===== src/rtl/simon_pkg.sv =====
// Shared definitions for the Simon game blocks: FSM states, LED encodings, round limit.
package simon_pkg;

    typedef enum logic [1:0] {
        StIdle,
        StOn,
        StOff,
        StFin
    } state_t;

    localparam logic [1:0] LED_OFF   = 2'b00;
    localparam logic [1:0] LED_RIGHT = 2'b01;
    localparam logic [1:0] LED_LEFT  = 2'b10;

    localparam int unsigned MAX_ROUND = 7;

    // Bit value 1 lights the right LED, bit value 0 the left LED.
    function automatic logic [1:0] led_for_bit(input logic b);
        return b ? LED_RIGHT : LED_LEFT;
    endfunction

endpackage


===== src/rtl/phase_timer.sv =====
// Loadable down-counter that holds at zero; zero flag marks the last cycle of a phase.
module phase_timer #(
    parameter int unsigned CNT_W = 26
) (
    input  logic             clk,
    input  logic             reset,
    input  logic             load,
    input  logic [CNT_W-1:0] load_value,
    output logic             zero
);

    logic [CNT_W-1:0] cnt_q;

    // Load on phase change, otherwise count down and stop at zero.
    always_ff @(posedge clk) begin
        if (reset) begin
            cnt_q <= '0;
        end else if (load) begin
            cnt_q <= load_value;
        end else if (cnt_q != '0) begin
            cnt_q <= cnt_q - 1'b1;
        end
    end

    assign zero = (cnt_q == '0);

endmodule


===== src/rtl/sequence_flasher.sv =====
// Plays the first (round+1) bits of the Simon pattern, LSB first, on the two LEDs.
module sequence_flasher
    import simon_pkg::*;
#(
    parameter int unsigned ON_CYCLES  = 50_000_000,
    parameter int unsigned OFF_CYCLES = 25_000_000,
    parameter int unsigned CNT_W      = 26
) (
    input  logic       clk,
    input  logic       reset,
    input  logic       start,
    input  logic [2:0] round,
    input  logic [7:0] pattern,
    output logic [1:0] led_flash,
    output logic [3:0] index,
    output logic       busy,
    output logic       done
);

    localparam logic [CNT_W-1:0] ON_LOAD  = CNT_W'(ON_CYCLES - 1);
    localparam logic [CNT_W-1:0] OFF_LOAD = CNT_W'(OFF_CYCLES - 1);

    state_t           state_q;
    logic [7:0]       pattern_q;
    logic [2:0]       round_q;
    logic             last_bit;
    logic             timer_load;
    logic [CNT_W-1:0] timer_value;
    logic             timer_zero;

    phase_timer #(
        .CNT_W (CNT_W)
    ) u_phase_timer (
        .clk        (clk),
        .reset      (reset),
        .load       (timer_load),
        .load_value (timer_value),
        .zero       (timer_zero)
    );

    // Reload the timer whenever the FSM enters an ON or OFF phase.
    always_comb begin
        last_bit    = (index == {1'b0, round_q});
        timer_load  = 1'b0;
        timer_value = ON_LOAD;
        unique case (state_q)
            StIdle: begin
                if (start) begin
                    timer_load = 1'b1;
                end
            end
            StOn: begin
                if (timer_zero) begin
                    timer_load  = 1'b1;
                    timer_value = OFF_LOAD;
                end
            end
            StOff: begin
                if (timer_zero && !last_bit) begin
                    timer_load = 1'b1;
                end
            end
            default: ;
        endcase
    end

    // Sequencing FSM with registered LED, index, busy and done outputs.
    always_ff @(posedge clk) begin
        if (reset) begin
            state_q   <= StIdle;
            pattern_q <= '0;
            round_q   <= '0;
            led_flash <= LED_OFF;
            index     <= '0;
            busy      <= 1'b0;
            done      <= 1'b0;
        end else begin
            unique case (state_q)
                StIdle: begin
                    done <= 1'b0;
                    if (start) begin
                        pattern_q <= pattern;
                        round_q   <= round;
                        index     <= '0;
                        led_flash <= led_for_bit(pattern[0]);
                        busy      <= 1'b1;
                        state_q   <= StOn;
                    end
                end
                StOn: begin
                    if (timer_zero) begin
                        led_flash <= LED_OFF;
                        state_q   <= StOff;
                    end
                end
                StOff: begin
                    if (timer_zero) begin
                        if (last_bit) begin
                            done    <= 1'b1;
                            busy    <= 1'b0;
                            state_q <= StFin;
                        end else begin
                            // index < round_q <= 7 here, so index stays within 0..7.
                            index     <= index + 4'd1;
                            led_flash <= led_for_bit(pattern_q[index[2:0] + 3'd1]);
                            state_q   <= StOn;
                        end
                    end
                end
                StFin: begin
                    done    <= 1'b0;
                    index   <= '0;
                    state_q <= StIdle;
                end
                default: state_q <= StIdle;
            endcase
        end
    end

endmodule


===== config.mk =====
export PLATFORM = sky130hd
export DESIGN_NAME = sequence_flasher
export DESIGN_NICKNAME = d
export VERILOG_FILES = /design/src/rtl/simon_pkg.sv /design/src/rtl/phase_timer.sv /design/src/rtl/sequence_flasher.sv
export SDC_FILE = /design/constraint.sdc
export NUM_CORES = 1
export LEC_CHECK = 0
export CAP_MARGIN = 30
export CELL_PAD_IN_SITES_DETAIL_PLACEMENT = 0
export CELL_PAD_IN_SITES_GLOBAL_PLACEMENT = 1
export CORE_UTILIZATION = 40
export CTS_BUF_LIST = sky130_fd_sc_hd__clkbuf_4
export DETAILED_ROUTE_END_ITERATION = 8
export DONT_BUFFER_PORTS = 1
export PLACE_DENSITY_LB_ADDON = 0.1
export SETUP_SLACK_MARGIN = 0.05
export SKIP_CTS_REPAIR_TIMING = 1
export SLEW_MARGIN = 15
export SYNTH_ARGS = -nofsm -noshare
export SYNTH_HDL_FRONTEND = slang
export SYNTH_SLANG_ARGS = --single-unit

===== constraint.sdc =====
create_clock -name clk -period 2.39 [get_ports clk]
set_clock_uncertainty 0.1 [all_clocks]
set_input_delay 0.717 -clock clk [delete_from_list [all_inputs] [get_ports clk]]
set_output_delay 0.717 -clock clk [all_outputs]
set_load 0.03 [all_outputs]

Yosys cells after proc, flatten, opt, wreduce, memory -nomap -nowiden. Index checks and enable logic that the tools add are counted.

Add/sub/neg operators: 3. Equal/unequal tests: 9. Reductions and logical operators: 17. Order comparisons: 1. Muxes and demuxes: 33.

Operator list (number): 26-bit two-way mux (4); 26-bit logical NOT (1); 26-bit nonzero test (1); 26-bit by 1-bit subtractor with 26-bit output, second input constant (1); 2-bit two-way mux (10); 4-bit two-way mux (3); 4-bit case mux with 3 select lines (1); 2-bit inequality test, second input constant (5); 1-bit two-way mux (9); 2-bit case mux with 4 select lines (1); 4-bit AND reduction (2); 2-bit case mux with 3 select lines (1); 3-bit AND reduction (2); 2-bit nonzero test (3); 3-bit nonzero test (2); 5-bit AND reduction (1); 4-bit by 1-bit adder with 4-bit output, second input constant (1); 2-bit == test, second input constant (2); 4-bit by 3-bit == test with 1-bit output (1); 3-bit by 4-bit less-than comparator with 1-bit output, second input constant (1); 1-bit case mux with 2 select lines (2); 3-bit by 1-bit adder with 3-bit output, second input constant (1); 1-bit binary-select mux with 3-bit select (1); 1-bit case mux with 3 select lines (1); other kinds (6) (6).

Output and inout bits: 8. Bits in registers: 47.

Depth between registers and ports, before layout.
Depth after elaboration: 7. Depth in mapped cells: 9. Mapped depth without buffers: 7.

By module. From an unflattened synthesis, not the netlist that was laid out.

Cell total of the unflattened synthesis: 323. Area total of the unflattened synthesis: 2682.6 um^2.

By module, submodules not included: phase_timer (area an instance 1521.5 um^2, sequential area each 520.5 um^2, times used 1, cells each 187); sequence_flasher (area an instance 1161.1 um^2, sequential area each 420.4 um^2, times used 1, cells each 136).

Worst setup path after synthesis. OpenSTA, ideal clock, no wires.

Path kind: reg-to-reg. Start point: register u_phase_timer.cnt_q[0]. End point: register u_phase_timer.cnt_q[20]. Arrival time: 2.304 ns. Clock period less this slack: 2.478 ns. Stages on the path, launching flop included: 8. Required time: 2.216 ns. Path slack: -0.088 ns. Path buffers: 1. Cell sequence: dfxtp_1 > inv_1 > ha_1 > or3b_2 > or4_4 > buf_6 > or4_1 > a31oi_1.

Word-level cells in the longest chain between the ends: 5. Elaborated cells between the ends (all ways): 10. Classes of those cells: add/sub (1); mux (5); reduce/logical (4).

RTL lines: start, declared (line phase_timer.sv:12) `logic [CNT_W-1:0] cnt_q;`; start signal, assigned (line phase_timer.sv:19) `cnt_q <= load_value;`; start signal, assigned (line phase_timer.sv:21) `cnt_q <= cnt_q - 1'b1;`; parallel branches: the longest is 5 deep, another holds 26-bit by 1-bit subtractor with 26-bit output.

Several ways; the timed one is not identified. The select of a mux whose other input is x is not followed. A chain may end at the register's enable or synchronous reset.

Final worst setup path.
Start point: register u_phase_timer.cnt_q[11]. End point: register u_phase_timer.cnt_q[21].

The elaborated chain is that of the path after synthesis.

==> flow_metrics.env <==
export IMPL_outcome="complete, but fails checks"
export IMPL_violations="setup timing"
export IMPL_cts_root_buf="clkbuf_4"
export IMPL_r2r_start="u_phase_timer.cnt_q[11]"
export IMPL_pin_count=22
export IMPL_ys_seq_area_frac=0.369
export IMPL_grt_pass1_vias=2073
export IMPL_final_nets=349
export IMPL_setup_violations_final=13
export IMPL_antenna_found_initial=0
export IMPL_dr_pass1_iters=4
export IMPL_syn_to_final_growth_pct=18.8
export IMPL_peakVddDrop_v=0.000419
export IMPL_worst_slew_pin_slew_ns=0.774
export IMPL_viasPerCell=5.69
export IMPL_cp_arrival_ns=2.66
export IMPL_syn_inst=301
export IMPL_fillers=620
export IMPL_globalplace_congestion=0.755
export IMPL_route_detailed_drc=0
export IMPL_synth_cell_area_mm2=0.00255
export IMPL_num_vias=2299
export IMPL_leakage_nw=1.12
export IMPL_clkLatencyLatePin_ns=0.38
export IMPL_hpwlAfterDp_um=4610
export IMPL_worst_setup_path_type="reg2reg"
export IMPL_hold_ws_ns=0.283
export IMPL_setup_slack_ns=-0.0677
export IMPL_critPathMaxFanout=7
export IMPL_finalMaxSlewViolations=0
export IMPL_ys_types=55
export IMPL_place_ws_ns=-0.0522
export IMPL_final_common_cell="dfxtp_1"
export IMPL_cts_path_max_buffers=2
export IMPL_portBuffers=0
export IMPL_rsz0062_at_grt="true"
export IMPL_synth_seq_cells=47
export IMPL_fin_crit_ns=2.46
export IMPL_hp_class="in2reg"
export IMPL_synth_edf_count=0
export IMPL_path_clk_slew_ns=0.15
export IMPL_dieHeight_um=81.8
export IMPL_grt_max_degree=45
export IMPL_p_per_area_mw_per_mm2=1070
export IMPL_grt_pass1_wl_um=10300
export IMPL_hp_start="reset"
export IMPL_layout_drive_gt1_share=0.228
export IMPL_fin_util=0.502
export IMPL_cts_tree="done"
export IMPL_die_w_um=81.8
export IMPL_mostFrequentLayoutCells="45 x dfxtp_1, 36 x a21oi_1, 35 x buf_4, 28 x nand2_1, 13 x o21ai_0"
export IMPL_setup_worst_path_start="u_phase_timer.cnt_q[11]"
export IMPL_num_rows=28
export IMPL_grt_util_all_layers=0.203
export IMPL_required_ns=2.59
export IMPL_total_power_mw=3.22
export IMPL_start_util=0.423
export IMPL_totalWireLength_um=6490
export IMPL_cts_sinks=47
export IMPL_syn_area_per_cell_um2=8.47
export IMPL_overflow=0
export IMPL_async_reset_ff_frac=0
export IMPL_final_hold_violation_count=0
export IMPL_drt_antenna_violating_nets=0
export IMPL_cap_viol_max_count=0
export IMPL_relSlewSlack=0.477
export IMPL_worst_setup_path_end_kind="register"
export IMPL_core_area_mm2=0.00603
export IMPL_h_tree_depth=2
export IMPL_cts_inserted_buffers=5
export IMPL_routedWlPerCell_um=16.1
export IMPL_start_kind="register"
export IMPL_syn_nets=322
export IMPL_min_period_over_period=1.03
export IMPL_drt_iter0_drc=102
export IMPL_fmax_ghz=0.407
export IMPL_antenna_cells=0
export IMPL_die_area_mm2=0.00670
export IMPL_ys_flop_type="dfxtp_1"
export IMPL_yosys_warnings=0
-- worst max-delay path, stage by stage, from the launching register on --
cell and delay (ns):
dfxtp_1 0.35, or4_4 0.54, or4_4 0.59, a21o_4 0.23, or4_1 0.40, a31oi_1 0.17
-- state kept, by name (all words and copies together) (netlist names) --
signal	cells
u_phase_timer.cnt_q	26
pattern_q	8
busy	1
done	1
led_flash	2
round_q	3
state_q	2
index	4
-- power breakdown --
group	switching, mW	leakage, nW	internal, mW
Clock	0.275	0.0559	0.338
Combinational	0.807	0.673	0.644
Sequential	0.188	0.388	0.973
-- layout make-up --
cell class	count	area (um2)	area share
flip-flops and latches	47	943	0.312
inverters	8	30.0	0.00992
multi-input cells	229	1570	0.519
well taps	75	93.8	0.0310
clock buffers	6	45.0	0.0149
clock inverters	2	60.1	0.0198
repair buffers	37	285	0.0942
-- layer usage --
metal | track usage | share of wire | wire length, um
met5 | 0 | 0 | 0
met4 | 0.0474 | 0.011 | 72
met3 | 0.0411 | 0.040 | 261
met1 | 0.299 | 0.52 | 3360
met2 | 0.298 | 0.43 | 2790
-- kinds of logic after synthesis --
logic type	share of synthesized area
xor gates and xnor gates	0.0619
buffers and inverters	0.0461
adders and majority gates	0.0344
DFF	0.369
and+or+nand+nor	0.230
muxes	0.0196
AOI/OAI and AO/OA	0.239
-- cell usage after synthesis (2+ instances only) --
cell type	instances	area, um2
or3_1	7	43.8
inv_1	8	30.0
nor2_1	10	37.5
nand2b_1	2	12.5
nor4_1	4	25.0
buf_6	2	22.5
or4_1	10	75.1
nand4_1	3	18.8
nand3b_1	2	15.0
a31oi_1	11	68.8
a211oi_1	4	30.0
o41ai_1	2	17.5
or2_2	3	18.8
nor3_1	11	55.1
ha_1	7	87.6
buf_2	2	10.0
nand3_1	5	25.0
or4_4	3	33.8
clkbuf_1	11	41.3
dfxtp_1	47	941
o211ai_1	2	15.0
xnor2_1	9	78.8
o31ai_1	6	45.0
nand2_1	29	109
o2111ai_1	2	17.5
o21ai_0	17	85.1
a21oi_1	39	195
mux2i_1	5	50.1
nor2b_1	3	18.8
a21o_1	2	15.0
xor2_1	9	78.8
-- stage by stage --
step	area [um2]	TNS (ns)	instances
after floorplan	2560	0	301
after global placement	2810	-0.0106	392
after detailed placement	2810	-0.338	392
after CTS	2910	-1.29	400
after global routing	3030	-2.34	404
final	3030	-0.415	404
-- final timing paths --
check                                               end  slack [ns]  cells after the start
worst min-delay path             u_phase_timer.cnt_q[4]        0.28                      1
worst max-delay path            u_phase_timer.cnt_q[21]       -0.07                      5
worst max register to register  u_phase_timer.cnt_q[21]       -0.07                      5
worst min register to register             pattern_q[6]        0.36                      2
Note: power is estimated with default switching activity, not from simulation.
